**config.mk**
```make
export PLATFORM = sky130hd
export DESIGN_NAME = uart_rx_framed
export DESIGN_NICKNAME = d
export VERILOG_FILES = /design/src/rtl/uart_pkg.sv /design/src/rtl/uart_bit_sampler.sv /design/src/rtl/uart_rx_framed.sv
export SDC_FILE = /design/constraint.sdc
export NUM_CORES = 1
export LEC_CHECK = 0
export ABC_AREA = 1
export CAP_MARGIN = 20
export CELL_PAD_IN_SITES_DETAIL_PLACEMENT = 0
export CELL_PAD_IN_SITES_GLOBAL_PLACEMENT = 1
export CORE_ASPECT_RATIO = 0.75
export CORE_MARGIN = 1.5
export CORE_UTILIZATION = 40
export DETAILED_ROUTE_END_ITERATION = 12
export GPL_TIMING_DRIVEN = 0
export PLACE_DENSITY_LB_ADDON = 0.1
export SKIP_CTS_REPAIR_TIMING = 1
export SLEW_MARGIN = 0
export SYNTH_ARGS = -nofsm -noshare
export SYNTH_HDL_FRONTEND = slang
export SYNTH_SLANG_ARGS = --single-unit
```
**constraint.sdc**
```tcl
create_clock -name clk -period 3.4 [get_ports clk]
set_clock_uncertainty 0.15 [all_clocks]
set_input_delay 0.68 -clock clk [delete_from_list [all_inputs] [get_ports clk]]
set_output_delay 0.68 -clock clk [all_outputs]
set_load 0.03 [all_outputs]
```
**src/rtl/uart_pkg.sv**
```systemverilog
// Shared types and helpers for the framed UART receiver.
package uart_pkg;

    // Widest character the receiver datapath is sized for.
    localparam int UART_MAX_DATA_BITS = 9;

    typedef enum logic [2:0] {
        IDLE,
        START,
        DATA,
        PARITY,
        STOP,
        WAIT_IDLE
    } uart_rx_state_t;

    // 2-of-3 vote used to reject single-sample glitches at mid-bit.
    function automatic logic majority3(input logic a, input logic b, input logic c);
        return (a & b) | (a & c) | (b & c);
    endfunction

endpackage

```
**src/rtl/uart_bit_sampler.sv**
```systemverilog
// Bit-period timer and mid-bit 3-sample majority vote.
// The counter free-runs 0..CLOCK_BAUD_RATIO-1 and is realigned by restart
// on start detection. Samples are taken at counts H-1 and H; the third is
// the live synchronized line at count H+1, where the vote is presented
// together with a one-cycle bit_done strobe.
module uart_bit_sampler
    import uart_pkg::*;
#(
    parameter int CLOCK_BAUD_RATIO = 400
) (
    input  logic clk,
    input  logic rst,
    input  logic restart,
    input  logic rx_s,
    output logic bit_done,
    output logic bit_val
);

    localparam int CW = $clog2(CLOCK_BAUD_RATIO);
    localparam int H  = CLOCK_BAUD_RATIO / 2;

    logic [CW-1:0] cnt;
    logic          smp0;
    logic          smp1;

    // Bit counter with restart, plus capture of the first two mid-bit samples.
    always_ff @(posedge clk or posedge rst) begin
        if (rst) begin
            cnt  <= '0;
            smp0 <= 1'b0;
            smp1 <= 1'b0;
        end else begin
            if (restart || cnt == CW'(CLOCK_BAUD_RATIO - 1)) begin
                cnt <= '0;
            end else begin
                cnt <= cnt + 1'b1;
            end
            if (cnt == CW'(H - 1)) begin
                smp0 <= rx_s;
            end
            if (cnt == CW'(H)) begin
                smp1 <= rx_s;
            end
        end
    end

    assign bit_done = (cnt == CW'(H + 1));
    assign bit_val  = majority3(smp0, smp1, rx_s);

endmodule

```
**src/rtl/uart_rx_framed.sv**
```systemverilog
// Framed UART receiver: 5-9 data bits, 1-2 stop bits, optional parity,
// majority-voted sampling and a valid/ready character output.
// Optional parity checking is compiled in with the macro UART_RX_PARITY_EN.
//
// Output handshake: data/frame_err/parity_err are held stable while valid=1;
// a character transfers on any cycle with valid && ready. A frame that
// completes while the previous character is still unaccepted is dropped and
// signalled by a one-cycle overrun pulse.
module uart_rx_framed
    import uart_pkg::*;
#(
    parameter int CLOCK_BAUD_RATIO = 400,
    parameter int DATA_BITS        = 8,
    parameter int STOP_BITS        = 1,
    parameter int PARITY_ODD       = 0
) (
    input  logic                 clk,
    input  logic                 rst,
    input  logic                 rx,
    output logic [DATA_BITS-1:0] data,
    output logic                 valid,
    input  logic                 ready,
    output logic                 frame_err,
    output logic                 parity_err,
    output logic                 overrun,
    output logic                 busy
);

    localparam int IDX_W = $clog2(UART_MAX_DATA_BITS);

    uart_rx_state_t       state;
    logic [2:0]           sync_q;
    logic                 rx_s;
    logic                 start_edge;
    logic                 bit_done;
    logic                 bit_val;
    logic [IDX_W-1:0]     bit_idx;
    logic [DATA_BITS-1:0] shreg;
    logic                 ferr_acc;
    logic                 final_stop;
`ifdef UART_RX_PARITY_EN
    logic                 par_acc;
    logic                 perr_acc;
`endif

    // Three-flop synchronizer; reset to 0 so a low line at release is not a start.
    always_ff @(posedge clk or posedge rst) begin
        if (rst) begin
            sync_q <= 3'b000;
        end else begin
            sync_q <= {sync_q[1:0], rx};
        end
    end

    assign rx_s       = sync_q[2];
    assign start_edge = (state == IDLE) && sync_q[2] && !sync_q[1];
    assign busy       = (state != IDLE);

    uart_bit_sampler #(
        .CLOCK_BAUD_RATIO(CLOCK_BAUD_RATIO)
    ) u_sampler (
        .clk     (clk),
        .rst     (rst),
        .restart (start_edge),
        .rx_s    (rx_s),
        .bit_done(bit_done),
        .bit_val (bit_val)
    );

    assign final_stop = (state == STOP) && bit_done &&
                        (bit_idx == IDX_W'(STOP_BITS - 1));

    // Frame sequencer: start validation, data shift, parity and stop checks.
    always_ff @(posedge clk or posedge rst) begin
        if (rst) begin
            state    <= IDLE;
            bit_idx  <= '0;
            shreg    <= '0;
            ferr_acc <= 1'b0;
`ifdef UART_RX_PARITY_EN
            par_acc  <= 1'b0;
            perr_acc <= 1'b0;
`endif
        end else begin
            case (state)
                IDLE: begin
                    if (start_edge) begin
                        state <= START;
                    end
                end
                START: begin
                    if (bit_done) begin
                        if (bit_val) begin
                            state <= IDLE;
                        end else begin
                            state    <= DATA;
                            bit_idx  <= '0;
                            ferr_acc <= 1'b0;
`ifdef UART_RX_PARITY_EN
                            par_acc  <= 1'b0;
`endif
                        end
                    end
                end
                DATA: begin
                    if (bit_done) begin
                        shreg <= {bit_val, shreg[DATA_BITS-1:1]};
`ifdef UART_RX_PARITY_EN
                        par_acc <= par_acc ^ bit_val;
`endif
                        if (bit_idx == IDX_W'(DATA_BITS - 1)) begin
                            bit_idx <= '0;
`ifdef UART_RX_PARITY_EN
                            state   <= PARITY;
`else
                            state   <= STOP;
`endif
                        end else begin
                            bit_idx <= bit_idx + 1'b1;
                        end
                    end
                end
`ifdef UART_RX_PARITY_EN
                PARITY: begin
                    if (bit_done) begin
                        perr_acc <= par_acc ^ bit_val ^ (PARITY_ODD != 0);
                        state    <= STOP;
                    end
                end
`endif
                STOP: begin
                    if (bit_done) begin
                        ferr_acc <= ferr_acc | ~bit_val;
                        if (bit_idx == IDX_W'(STOP_BITS - 1)) begin
                            bit_idx <= '0;
                            state   <= bit_val ? IDLE : WAIT_IDLE;
                        end else begin
                            bit_idx <= bit_idx + 1'b1;
                        end
                    end
                end
                WAIT_IDLE: begin
                    if (rx_s) begin
                        state <= IDLE;
                    end
                end
                default: state <= IDLE;
            endcase
        end
    end

    // Output register: load on frame completion unless the held character is unaccepted.
    always_ff @(posedge clk or posedge rst) begin
        if (rst) begin
            data      <= '0;
            valid     <= 1'b0;
            frame_err <= 1'b0;
            overrun   <= 1'b0;
`ifdef UART_RX_PARITY_EN
            parity_err <= 1'b0;
`endif
        end else begin
            overrun <= 1'b0;
            if (final_stop) begin
                if (!valid || ready) begin
                    data      <= shreg;
                    valid     <= 1'b1;
                    frame_err <= ferr_acc | ~bit_val;
`ifdef UART_RX_PARITY_EN
                    parity_err <= perr_acc;
`endif
                end else begin
                    overrun <= 1'b1;
                end
            end else if (valid && ready) begin
                valid <= 1'b0;
            end
        end
    end

`ifndef UART_RX_PARITY_EN
    assign parity_err = 1'b0;
`endif

endmodule

```
==> metrics, run 1 <==
Crit Path Category reg -> out; IO Port Bufs 15; CP max FO 5; Hold Path Class reg -> reg; Max Clock Freq approximately 0.41 GHz; max-slew violation count 0; most frequent cells in the layout nand2_1 (73), dfrtp_1 (41), inv_1 (33); die area approximately 0.0057 mm2; # rows 22; root buffer cell clkbuf_8; WP buf/inv 2; WL/cell between 10 and 15 um; Critical Path RT about 2.6 ns; Unique masters post-synth 26; final hold violations 0; number of remaining DRC errors 0; Top delay family on crit path buffers and inverters; worst slack at placement 1.296 ns; Rel. slew slack 0.4292; Longest Clk Path Bufs 2; R2R cell count 8; Final setup viols 0; Worst Setup SP state[2]; Peak supply drop a little over 0.0003 V; syn nets ~260; Reg clk slew, reported paths about 0.08 ns; Diodes inserted 0; routed via count 1519; Comb power frac 0.273; Clock Power Share 0.290; arrival time at the worst endpoint 1.59 ns; io pins 17; final wirelength 3583 um; final worst slack 0.9799 ns; Crit path largest cell delay 0.66 ns; critical path cell sequence inv_1, nand2_1, clkdlybuf4s50_1; clk_lat worst skew a little under 0.3 ns; initial antenna violation count 0; GRT Total Usage 0.1485; Sw Ratio 0.3539; Psw between 0.4 and 0.5 mW; Post-Synthesis Cells 247; area delta synth->final 16.32%; minimum clock period between 2 and 2.5 ns; period utilization 0.7118; leading cell type in the layout, fill and taps excluded nand2_1; initial core utilization 0.4210; Cell Area, Synth between 0.002 and 0.0025 mm2; Pleak 1.207 nW; RSZ-0062 raised after global routing no; Avg Cell Area, Syn 8.444 um2; nets approximately 280; ANT nets after route 0; Core Footprint around 0.0050 mm2; number of global-route vias before repair roughly 1500; post-DP HPWL ~2600 um; r2r endpoint frame_err; CTS H-tree lvls 2; Placer Congestion between 0.7 and 0.8; CTS Buf Count 5; CTS Sinks ~40; sequential-to-total area share from yosys stat 0.4919; internal power roughly 0.9 mW; layout cells sized above 1 0.1407; R2R setup slack between 1.5 and 2 ns; crit start category flip-flop; CP max stage cell clkdlybuf4s50_1; first-pass GRT wire length 6589 um; Chip Height roughly 66 um; grt ovf 0; Sequential Power Share 0.436; Via density about 4.6; CTS tree yes; DRT Pass-1 Iters 4; Iter 0 DRT Violations 25; Worst Tran Pin Value around 0.86 ns; sum of negative setup slack 0 ns; Worst Setup End Kind primary output; pwr/cell area approximately 570 mW/mm2; Die X around 86 um; cell depth of the worst setup path 3; R2R Path Start bit_idx[0]; # Max-Cap Violations 0; Synthesis Warnings 0; status completed; number of synthesized register bits slightly above 40; largest net degree at the start of global routing 42; Worst setup endpoint busy
==> flip-flops by register name, summed over array words and instances (netlist names), 3 cells and up <==
register,flops
u_sampler.cnt,9
data,8
shreg,8
bit_idx,4
state,3
sync_q,3
==> worst reg2reg max path, cell delays in order, from the launching register on <==
cell and delay (ns):
dfrtp_1 0.43, inv_1 0.12, ha_1 0.15, nand2_1 0.13, nor2_4 0.15, nand3_4 0.15
buf_6 0.19, nand2_1 0.08, o21ai_2 0.05
==> per-layer routing <==
layer	routed length, um	part of all wire	vias up	GRT usage
met1	1964	0.55	680	0.2014
met5	0	0	-	0
met4	33	0.0092	0	0.04839
li1	-	-	818	-
met2	1471	0.41	17	0.2285
met3	114	0.032	4	0.04271
==> synth_stat cells, drive strengths merged <==
master,instances,area share
nand4,7,0.021
buf,3,0.014
ha,5,0.030
nor2,27,0.068
inv,36,0.066
and2b,1,0.0036
xor2,5,0.021
o21ai,23,0.073
a21oi,1,0.0024
nor3,4,0.0096
o211ai,1,0.0036
nand3,13,0.040
nand2,79,0.15
dfrtp,41,0.49
conb,1,0.0018
==> kinds of logic after synthesis <==
family	after synthesis	share of synthesized area
flops	41	0.4919
buf+inv	39	0.08038
other cells	1	0.001798
xor+xnor	5	0.02099
compound gates	25	0.07918
simple gates	131	0.2957
fa+ha+maj	5	0.02999
==> cell type report <==
cell class	count	area (um2)
Buffer	3	30.03
Timing Repair Buffer	15	150.1
Clock inverter	3	46.29
Fill cell	479	2529
Inverter	36	137.6
Multi-Input combinational cell	167	892.1
Sequential cell	41	1026
Clock buffer	5	68.82
Tap cell	60	75.07
==> power by group through the flow <==
stage	Sequential, mW	Clock (mW)	Combinational (mW)
CTS	0.603	0.414	0.384
global route	0.612	0.437	0.432
floorplan	0.599	0	0.309
global placement	0.614	0	0.384
finish	0.603	0.401	0.378
detailed placement	0.612	0	0.384
==> how the worst min path moves through the flow <==
stage / to / slack [ns] / depth (start not counted) / startpoint
floorplan: sync_q[1] / 0.18 / 0 / sync_q[0]
global placement: sync_q[1] / 0.19 / 0 / sync_q[0]
detailed placement: sync_q[1] / 0.19 / 0 / sync_q[0]
CTS: sync_q[1] / 0.21 / 0 / sync_q[0]
global route: sync_q[1] / 0.21 / 0 / sync_q[0]
finish: sync_q[1] / 0.20 / 0 / sync_q[0]
==> stage by stage <==
stage                     total power, mW  hold slack (ns)  cell area [um2]  cells    util
final                               1.382           0.2037             2426    330  0.4896
after floorplan                    0.9078           0.1812             2086    247       -
after global routing                1.481           0.2087             2426    330  0.4896
after detailed placement           0.9955           0.1881             2311    322  0.4664
after global placement             0.9975           0.1851             2311    322  0.4664
after CTS                           1.401           0.2073             2426    330  0.4896
Power figures use the tool's default switching activity.
==> run 2, diff against run 1 <==
- CORE_UTILIZATION: 40 -> 39
- clock period: 3.4 -> 2.2 ns (I/O delays scaled with it)
==> metrics, run 2 (same netlist as run 1, synthesis figures left out) <==
first-pass GRT wire length 6520 um (-1.0%); Iter 0 DRT Violations 63 (+150%); io pins 17 (unchanged); clk_lat worst skew 0.30 ns (about the same); max-slew violation count 0 (unchanged); pwr/cell area 881.5 mW/mm2 (+55%); Diodes inserted 0 (unchanged); CP max stage cell clkdlybuf4s50_1; initial core utilization 0.4163 (-0.004626); number of remaining DRC errors 0 (unchanged); period utilization 0.8868; largest net degree at the start of global routing 42 (unchanged); Top delay family on crit path buffers and inverters; CTS tree yes; Placer Congestion 0.7961 (about the same); CP max FO 2 (-3); RSZ-0062 raised after global routing no; Layout fillers 513 (+7.1%); number of flip-flops in the largest register 9 (unchanged); final hold violations 0 (unchanged); Non-Filler Instances 342 (+3.6%); Hold Path Class reg -> reg; Reg clk slew, reported paths 0.08 ns (about the same); routed via count 1528 (+0.59%); Max Clock Freq about 0.51 GHz; most frequent cells in the layout nand2_1 (73), dfrtp_1 (41), inv_1 (33); Rel. slew slack 0.4366 (+0.007478); Peak supply drop 0.0008401 V (+170%); Crit path largest cell delay 0.68 ns (+0.02 ns); area delta synth->final 17.40%; Worst Setup End Kind primary output; post-DP HPWL 2664 um (+3.8%); Crit Path Category reg -> out; # rows 22 (unchanged); Pleak 1.218 nW (+0.89%); DRT Pass-1 Iters 4 (unchanged); CTS Sinks 41 (unchanged); GRT Total Usage 0.1497 (+0.001200); Power Total 2.158 mW (+56%); nets 278 (unchanged); Worst Tran Pin Value 0.8438 ns (-0.01120 ns); critical path cell sequence clkdlybuf4s50_1; CTS Buf Count 5 (unchanged); # Max-Cap Violations 0 (unchanged); final core area utilization 0.4888 (-0.0008850); Die X 87.45 um (+1.2%); sum of negative setup slack 0 ns (unchanged); Chip Height 66.33 um (+1.2%); root buffer cell clkbuf_8; Core Footprint 0.005010 mm2 (+1.1%); placed cells 334 (+3.7%); WP buf/inv 1 (-1); Largest regs u_sampler.cnt x9, data x8, shreg x8; WL/cell 11.00 um (+1.3%); Longest Clk Path Bufs 2 (unchanged); Top reg by flops u_sampler.cnt; Critical Path RT 1.61 ns (-0.96 ns); Hold Slack 0.2021 ns (-0.001612 ns); IO Port Bufs 15 (unchanged); leading cell type in the layout, fill and taps excluded nand2_1; number of global-route vias before repair 1411 (-5.4%); Via density 4.468 (-2.9%); CTS H-tree lvls 2 (unchanged); initial antenna violation count 0 (unchanged); crit start category flip-flop; arrival time at the worst endpoint 1.36 ns (-0.23 ns); minimum clock period between 1.5 and 2 ns; status completed; grt ovf 0 (unchanged); final wirelength 3763 um (+5.0%); layout cells sized above 1 0.1407 (unchanged); die area 0.005800 mm2 (+2.5%); Final setup viols 0 (unchanged); ANT nets after route 0 (unchanged)
-- run 2: cell types whose count changed in the layout (fill, tap and decap cells not counted), sizes merged --
cell | before | now
clkinv | 1 | 0
clkdlybuf4s50 | 15 | 14
clkbuf | 5 | 6
dlymetal6s2s | 0 | 1
-- run 2: final cells by class --
cell class                 instances  area (um2)  area share
tap                               72       90.09     0.03679
clock buffer                       6       82.58     0.03373
inverter                          36       137.6     0.05621
clock inverter                     2       37.54     0.01533
timing repair buffer              15       152.6     0.06234
sequential                        41        1026      0.4190
multi-input combinational        167       892.1      0.3643
buffer                             3       30.03     0.01226
-- run 2: layer usage --
layer  vias to the layer above  track usage  share of wire
met3                         8      0.03745          0.036
met4                         0      0.05952          0.017
met1                       686       0.2163           0.55
met5                         -            0              0
met2                        24       0.2125           0.40
li1                        810            -              -
-- run 2: metrics by stage --
step | setup slack, ns | cell area (um2)
after CTS | 0.00007838 | 2446
after floorplan | 0.6640 | 2086
after global placement | -0.2776 | 2326
after detailed placement | 0.3412 | 2326
final | 0.2490 | 2449
after global routing | 0.2023 | 2449
-- run 2: report_power, final --
part | total, mW | switching (mW) | internal [mW] | leakage, nW
clock | 0.637 | 0.268 | 0.369 | 0.0574
sequential | 0.932 | 0.0964 | 0.836 | 0.554
combinational | 0.589 | 0.388 | 0.201 | 0.607
total | 2.16 | 0.752 | 1.41 | 1.22
-- run 2: path summary, 6_finish.rpt --
| path | startpoint | endpoint | slack, ns | cells after the start |
|---|---|---|---|---|
| min | sync_q[0] | sync_q[1] | 0.20 | 0 |
| max | frame_err | frame_err | 0.25 | 1 |
| min reg2reg | sync_q[0] | sync_q[1] | 0.20 | 0 |
| min in group asynchronous | rst | shreg[6] | 0.48 | 2 |
| max in group asynchronous | rst | bit_idx[0] | 0.89 | 2 |
| max reg2reg | u_sampler.cnt[0] | u_sampler.cnt[8] | 0.51 | 6 |
==> run 3, diff against run 2 <==
- CORE_MARGIN: 1.5 -> 4
- REMOVE_ABC_BUFFERS: not set -> 1
==> metrics, run 3 (same netlist as run 1, synthesis figures left out) <==
IO Port Bufs 15 (unchanged); Die X 92.45 um (+5.7%); Rel. slew slack 0.4323 (-0.004310); die area 0.006594 mm2 (+14%); period utilization 0.8769 (-0.009946); Pleak 1.198 nW (-1.7%); HP Start sync_q[0]; Longest Clk Path Bufs 2 (unchanged); R2R cell count 7 (+1); RSZ-0062 raised after global routing no; M1 GR Usage 0.1827 (-0.03364); Placer Congestion 0.7888 (-0.92%); Diodes inserted 0 (unchanged); arrival time at the worst endpoint 1.34 ns (-0.02 ns); clk_lat worst skew 0.29 ns (about the same); pwr/cell area 884.6 mW/mm2 (+0.36%); largest net degree at the start of global routing 42 (unchanged); Crit Path Category reg -> out; sum of negative setup slack 0 ns (unchanged); grt met2 use 0.1873 (-0.02520); Iter 0 DRT Violations 51 (-19%); Top delay family on crit path buffers and inverters; Via density 4.369 (-2.2%); grt ovf 0 (unchanged); max-slew violation count 0 (unchanged); CTS Buf Count 5 (unchanged); nets 275 (-1.1%); WP buf/inv 1 (unchanged); Core Footprint 0.005037 mm2 (+0.55%); ANT nets after route 0 (unchanged); Largest regs u_sampler.cnt x9, data x8, shreg x8; initial antenna violation count 0 (unchanged); number of remaining DRC errors 0 (unchanged); GR peak layer met2; Hold Path Class reg -> reg; most frequent cells in the layout nand2_1 (73), dfrtp_1 (41), inv_1 (33); R2R setup slack 0.54 ns (+0.03 ns); CTS Sinks 41 (unchanged); WL/cell 10.56 um (-4.0%); final hold violations 0 (unchanged); # Max-Cap Violations 0 (unchanged); initial core utilization 0.4141 (-0.002275); root buffer cell clkbuf_8; post-DP HPWL 2628 um (-1.4%); minimum clock period 1.929 ns (-0.02188 ns); Peak supply drop 0.0004736 V (-44%); final wirelength 3579 um (-4.9%); layout cells sized above 1 0.1311 (-0.009655); Worst Setup End Kind primary output; GR Layer Usage met3 0.03253 (-0.004924); CP max stage cell clkdlybuf4s50_1; R2R Path Start bit_idx[0]; CTS H-tree lvls 2 (unchanged); routed via count 1481 (-3.1%); status completed; DRT Pass-1 Iters 4 (unchanged); Reg clk slew, reported paths 0.08 ns (about the same); Power Total 2.135 mW (-1.1%); Final setup viols 0 (unchanged); worst hold path stage count 0 (unchanged); Worst Tran Pin Value 0.8503 ns (+0.006455 ns); CP max FO 2 (unchanged); # rows 22 (unchanged); CTS tree yes; Critical Path RT 1.61 ns (about the same); Crit path largest cell delay 0.68 ns (about the same); first-pass GRT wire length 6727 um (+3.2%); crit start category flip-flop; area delta synth->final 15.72%; r2r endpoint data[0]; leading cell type in the layout, fill and taps excluded nand2_1; io pins 17 (unchanged); GRT Total Usage 0.1262 (-0.02358); number of global-route vias before repair 1493 (+5.8%); Chip Height 71.33 um (+7.5%); Max Clock Freq 0.5184 GHz (+1.1%); critical path cell sequence clkdlybuf4s50_1; Top reg by flops u_sampler.cnt; number of flip-flops in the largest register 9 (unchanged); WHS Endpoint sync_q[1]; Layout fillers 519 (+1.2%)
run 3: metal layers:
metal  up-vias  part of all wire
li1        811                 -
met1       649              0.55
met2        17              0.40
met3         4             0.042
met4         0            0.0087
met5         -                 0
run 3: final cells by class:
class	count	area (um2)	area share
Timing Repair Buffer	15	152.6	0.06325
Clock buffer	5	68.82	0.02851
Multi-Input combinational cell	167	892.1	0.3696
Sequential cell	41	1026	0.4251
Inverter	36	137.6	0.05702
Clock inverter	3	46.29	0.01918
Tap cell	72	90.09	0.03733
run 3: per-stage QoR:
stage	instances	cell area, um2	worst slack [ns]	hold slack [ns]	utilization
after floorplan	244	2056	0.6640	0.1812	-
after global placement	331	2296	-0.2682	0.1835	0.4558
after detailed placement	331	2296	0.3321	0.1879	0.4558
after CTS	339	2411	0.004826	0.2065	0.4786
after global routing	339	2414	0.1979	0.2136	0.4791
final	339	2414	0.2709	0.2046	0.4791
run 3: worst max path at each step:
| stage | startpoint | endpoint | slack, ns | cells past startpoint |
|---|---|---|---|---|
| 6_report | frame_err | frame_err | 0.27 | 1 |
| 5_1_grt | data[7] | data[7] | 0.20 | 1 |
| 4_1_cts | state[2] | busy | 0.005 | 3 |
| 2_1_floorplan | rst | bit_idx[0] | 0.66 | 1 |
| 3_5_place_dp | state[2] | busy | 0.33 | 3 |
| 3_3_place_gp | rst | bit_idx[2] | -0.27 | 2 |
run 3: report_power, final:
group | leakage [nW] | internal, mW | total, mW | switching (mW)
sequential | 0.554 | 0.836 | 0.929 | 0.0927
combinational | 0.590 | 0.200 | 0.589 | 0.389
clock | 0.0543 | 0.340 | 0.617 | 0.277
total | 1.20 | 1.38 | 2.14 | 0.759
==> edit 1 (settings of run 1) <==
Compare `bit_idx` against `IDX_W'(DATA_BITS - 1)` with >= in place of ==.
--- a/src/rtl/uart_rx_framed.sv
+++ b/src/rtl/uart_rx_framed.sv
@@ -110,3 +110,3 @@
 `endif
-                        if (bit_idx == IDX_W'(DATA_BITS - 1)) begin
+                        if (bit_idx >= IDX_W'(DATA_BITS - 1)) begin
                             bit_idx <= '0;
Formal check against the unedited RTL: no difference found for any inputs over 10 cycles, from zero or initial values and one cycle with rst high; that may be too few to reach the edited logic, so the function may still have changed.
==> edit 1 against run 1 <==
Sequential share of layout area fell by 0.73 points; final cell count rose by 0.61%; sequential cell count did not move; power rose by 5.6%; global-route usage rose by 0.78 points; setup slack got worse by 0.080 ns; register-to-register slack got worse by 0.05 ns; synthesized area did not move; routed wire length rose by 7.8%; final area rose by 1.8%; critical path type unchanged; count of clock-buffer cells in the layout did not move.
==> edit 1: results (changes against run 1) <==
Run status
  • Outcome: completed

Clock network
  • Clk buf depth: 2 (unchanged)
  • Clk pin slew, worst setup/hold paths: 0.08 ns (about the same)
  • H-tree lvl count: 2 (unchanged)
  • Root Driver: clkbuf_8
  • Clock Latency Late Sink: 0.30 ns
  • CTS Buf Count: 5 (unchanged)

Timing
  • Worst hold margin: 0.201 ns (-0.00307 ns)
  • Fmax: 0.400 GHz (-3.2%)

Global route
  • Initial antenna violation count: 0 (unchanged)
  • Number of global-route vias before repair: 1380 (-7.5%)
  • GRT Util Overall: 15.6% (+0.78 points)
  • First-pass GRT wire length: 6700 um (+1.7%)
  • Largest net degree at the start of global routing: 37 (-12%)

Synthesis
  • Sequential element share of the synthesized area: 49.2% (unchanged)
  • Post-synthesis cell type count: 30 (+15%)
  • Syn. warnings: 0 (unchanged)
  • Post-Syn Instances: 248 (+0.40%)
  • Most instantiated cells after synthesis: nand2_1 (79), dfrtp_1 (41), nand3_1 (27), inv_1 (26), nor2_1 (19)
  • Synth area leaders: dfrtp_1 (49%), nand2_1 (14%), nand3_1 (6.5%)
  • Synthesized Nets: 257 (+0.39%)
  • Asr flop ratio synth: 100% (unchanged)

Finish
  • Fin nets: 280 (+0.72%)
  • Biggest regs: u_sampler.cnt x9, data x8, shreg x8
  • Share of layout cells above drive strength 1: 13.2% (-0.84 points)
  • N_diodes: 0 (unchanged)

Placed design
  • HPWL Detailed: 2830 um (+10%)
  • Setup Slack @ Placement: 1.23 ns (-0.0644 ns)
  • GPL Wtd Cong: 0.803 (+0.79%)
  • Placed Cells: 324 (+0.62%)
  • PortBufs: 15 (unchanged)

Critical path
  • Slowest-stage cell, CP: clkdlybuf4s50_1
  • CP startpoint: state[2]
  • Flop-to-flop setup slack: 1.65 ns (-0.05 ns)
  • Reg2reg start: u_sampler.cnt[0]
  • Max FO, Critical Path: 6 (+1)
  • Reg2reg path depth: 6 (-2)
  • CP Capture Point: busy
  • CP arrival: 1.67 ns (+0.08 ns)
  • R2R Path End: u_sampler.cnt[7]
  • Max incr delay on CP: 0.68 ns (+0.02 ns)

Detailed routing
  • Total wire length: 3860 um (+7.8%)
  • WL/cell: 11.6 um (+7.2%)
  • First-pass detailed-route iteration total: 4 (unchanged)
  • Vias: 1543 (+1.6%)
  • Starting DRT DRC Count: 85 (+240%)

Hold path
  • HP Class: flop to flop

Power and ir drop
  • Leak pwr: 0.00127 uW (+5.5%)
  • Pint: 966 uW (+8.2%)
  • Max VDD drop: 0.338 mV (+8.8%)
## edit 1: cell count changes after synthesis, moves of 2 or more
| cell | before | now |
|---|---|---|
| nand2_1 | 73 | 79 |
| nor2_1 | 21 | 19 |
| nor2_2 | 1 | 3 |
| nand4_1 | 7 | 3 |
| buf_6 | 2 | 0 |
| nor3_1 | 4 | 1 |
| inv_1 | 34 | 26 |
| o21ai_2 | 10 | 1 |
| nand3_1 | 11 | 27 |
| o21ai_1 | 8 | 5 |
| nand2_4 | 2 | 4 |
## edit 1: critical path, delay by kind of cell (launching register included)
family	cells	cell delay, ns
DFF	1	0.48
and+or+nand+nor	1	0.11
buffers and inverters	2	0.79
## edit 1: logic make-up after synthesis
group           share of synthesized area (%)
compound gates                           3.42
xor+xnor                                 2.10
fa+ha+maj                                3.00
buf+inv                                  6.24
flops                                    49.2
other cells                             0.180
simple gates                             35.9
## edit 1: worst min path at each step
stage | start | to | cells past startpoint
floorplan | sync_q[0] | sync_q[1] | 0
global placement | sync_q[0] | sync_q[1] | 0
detailed placement | sync_q[0] | sync_q[1] | 0
CTS | sync_q[0] | sync_q[1] | 0
global route | sync_q[0] | sync_q[1] | 0
finish | sync_q[0] | sync_q[1] | 0
## edit 1: metrics by stage
step | total power (uW) | area, um^2
floorplan | 901 | 2090
global placement | 994 | 2310
detailed placement | 994 | 2330
CTS | 1480 | 2470
global route | 1570 | 2470
finish | 1460 | 2470
## edit 1: cell type report
type / count / area [um^2]
fillers: 487 / 2490
flip-flops and latches: 41 / 1030
multi-input cells: 176 / 930
repair buffers: 16 / 170
inverters: 29 / 110
well taps: 60 / 75.1
clock buffers: 5 / 68.8
clock inverters: 3 / 68.8
plain buffers: 2 / 20.0
## edit 1: power groups by stage
stage	clock network [uW]	registers, uW	logic, uW
after floorplan	0	584	318
after global placement	0	593	401
after detailed placement	0	594	400
after CTS	491	584	403
after global routing	509	594	461
final	477	583	399
## edit 1: metal layers
layer	up-vias	GRT usage [%]	part of all wire (%)
met4	0	7.26	2.0
met5	-	0	0
met2	28	18.7	36
met1	684	25.1	57
li1	823	-	-
met3	8	4.02	4.5
==> edit 2 (config.mk and constraints of run 1) <==
Without the edit above. `DATA_BITS`: 8 -> 9.
--- a/src/rtl/uart_rx_framed.sv
+++ b/src/rtl/uart_rx_framed.sv
@@ -12,3 +12,3 @@
     parameter int CLOCK_BAUD_RATIO = 400,
-    parameter int DATA_BITS        = 8,
+    parameter int DATA_BITS        = 9,
     parameter int STOP_BITS        = 1,
Interface: changed (resized data); port bits go from 17 to 18. No check against the original RTL was run, so the function may have changed too.
==> edit 2 against run 1 <==
Synthesized area grew 5.9%; non-clock buffer count grew 3; first-iteration DRC count increased to 2.9 times the old value; global-route usage is 0.31 points higher; power up 3.7%; core utilization down 0.67 points; final area is 6.0% higher; highest routed layer unchanged; via count up 7.6%; sequential cell count up 2; setup slack got worse by 0.063 ns; routed wire length increased by 11%; clock power is 19% lower; critical path depth did not move.
==> edit 2: results (changes against run 1) <==
Critical path
  • Max incr delay on CP: 0.67 ns
  • CP arrival: 1.65 ns (+0.06 ns)
  • Reg2reg start: bit_idx[0]
  • CP startpoint: state[2]
  • Top delay family on crit path: buffers and inverters
  • Max FO, Critical Path: 6 (+1)
  • Slowest-stage cell, CP: clkdlybuf4s50_1

Finish
  • Biggest regs: data x9, shreg x9, u_sampler.cnt x9
  • N_diodes: 0 (unchanged)
  • Fin nets: 291 (+4.7%)
  • Share of layout cells above drive strength 1: 20.1% (+6.1 points)

Detailed routing
  • Vias: 1635 (+7.6%)
  • Starting DRT DRC Count: 72 (+190%)
  • Total wire length: 3970 um (+11%)

Clock network
  • Clk buf depth: 2 (unchanged)
  • Clk pin slew, worst setup/hold paths: 0.08 ns (about the same)
  • CTS Buf Count: 5 (unchanged)
  • H-tree lvl count: 2 (unchanged)

Placed design
  • HPWL Detailed: 2900 um (+13%)
  • PortBufs: 16 (+1)
  • GPL Wtd Cong: 0.759 (-4.6%)

Synthesis
  • Sequential element share of the synthesized area: 48.7% (-0.46 points)
  • Asr flop ratio synth: 100% (unchanged)
  • Syn. warnings: 0 (unchanged)
  • Most instantiated cells after synthesis: nand2_1 (76), dfrtp_1 (43), inv_1 (32), nand3_1 (22), o21ai_2 (19)
  • Synth area leaders: dfrtp_1 (49%), nand2_1 (13%), o21ai_2 (7.5%)
  • Synthesized Nets: 267 (+4.3%)

Power and ir drop
  • Leak pwr: 0.00125 uW (+3.3%)
  • Switching Power: 561 uW (+15%)
  • Max VDD drop: 0.366 mV (+18%)

Global route
  • GRT Util Overall: 15.2% (+0.31 points)
  • Number of global-route vias before repair: 1512 (+1.3%)
  • Largest net degree at the start of global routing: 38 (-9.5%)
  • First-pass GRT wire length: 6800 um (+3.2%)

Hold path
  • HP Start: sync_q[0]
  • HP Class: flop to flop

Run status
  • Outcome: completed
==> edit 2: cell count changes after synthesis, sizes merged, moves of 2 or more <==
cell	run 1	this run
nand3	13	24
nand2	79	87
nand4	7	5
nor2	27	20
xor2	5	2
dfrtp	41	43
==> edit 2: final cells by class <==
| cell class | count | area, um^2 |
|---|---|---|
| Clock buffer | 5 | 68.8 |
| Inverter | 36 | 138 |
| Tap cell | 75 | 93.8 |
| Buffer | 4 | 41.3 |
| Timing Repair Buffer | 17 | 180 |
| Fill cell | 528 | 2750 |
| Sequential cell | 43 | 1080 |
| Clock inverter | 3 | 20.0 |
| Multi-Input combinational cell | 175 | 953 |
==> edit 2: layer usage <==
layer	vias up	track usage, %	part of all wire (%)
met4	0	6.84	1.8
met1	751	21.8	55
met2	20	21.4	40
li1	857	-	-
met3	7	3.79	2.8
met5	-	0	0
==> edit 2: power groups by stage <==
| stage | registers (uW) | clock network, uW | logic, uW |
|---|---|---|---|
| after detailed placement | 647 | 0 | 467 |
| after CTS | 638 | 338 | 472 |
| after global placement | 647 | 0 | 469 |
| after global routing | 646 | 359 | 539 |
| after floorplan | 630 | 0 | 378 |
| final | 639 | 325 | 467 |
==> edit 2: final timing paths <==
| path | end | slack [ns] | cells after the start |
|---|---|---|---|
| setup / recovery | busy | 0.92 | 3 |
| hold / removal | sync_q[1] | 0.21 | 0 |
| setup reg to reg | data[6] | 1.71 | 8 |
| hold reg to reg | sync_q[1] | 0.21 | 0 |
| max in group asynchronous | bit_idx[3] | 2.21 | 3 |
| min in group asynchronous | u_sampler.cnt[3] | 0.44 | 2 |
==> edit 2: through the flow <==
stage	hold slack [ns]	cells	total power [uW]	setup WS, ns	instance area [um^2]
after floorplan	0.181	258	1010	1.57	2210
after detailed placement	0.190	350	1110	1.27	2480
final	0.207	358	1430	0.917	2570
after CTS	0.210	358	1450	0.915	2570
after global placement	0.182	349	1120	0.604	2460
after global routing	0.222	358	1540	0.837	2570
==> edit 2: kinds of logic (layout without fill, tap and decap cells) <==
family | after synthesis | after routing | synth area share, %
compound gates | 27 | 27 | 10.0
xor+xnor | 2 | 2 | 0.793
buf+inv | 40 | 65 | 8.10
simple gates | 140 | 140 | 29.3
fa+ha+maj | 5 | 5 | 2.83
other cells | 1 | 1 | 0.170
flops | 43 | 43 | 48.7
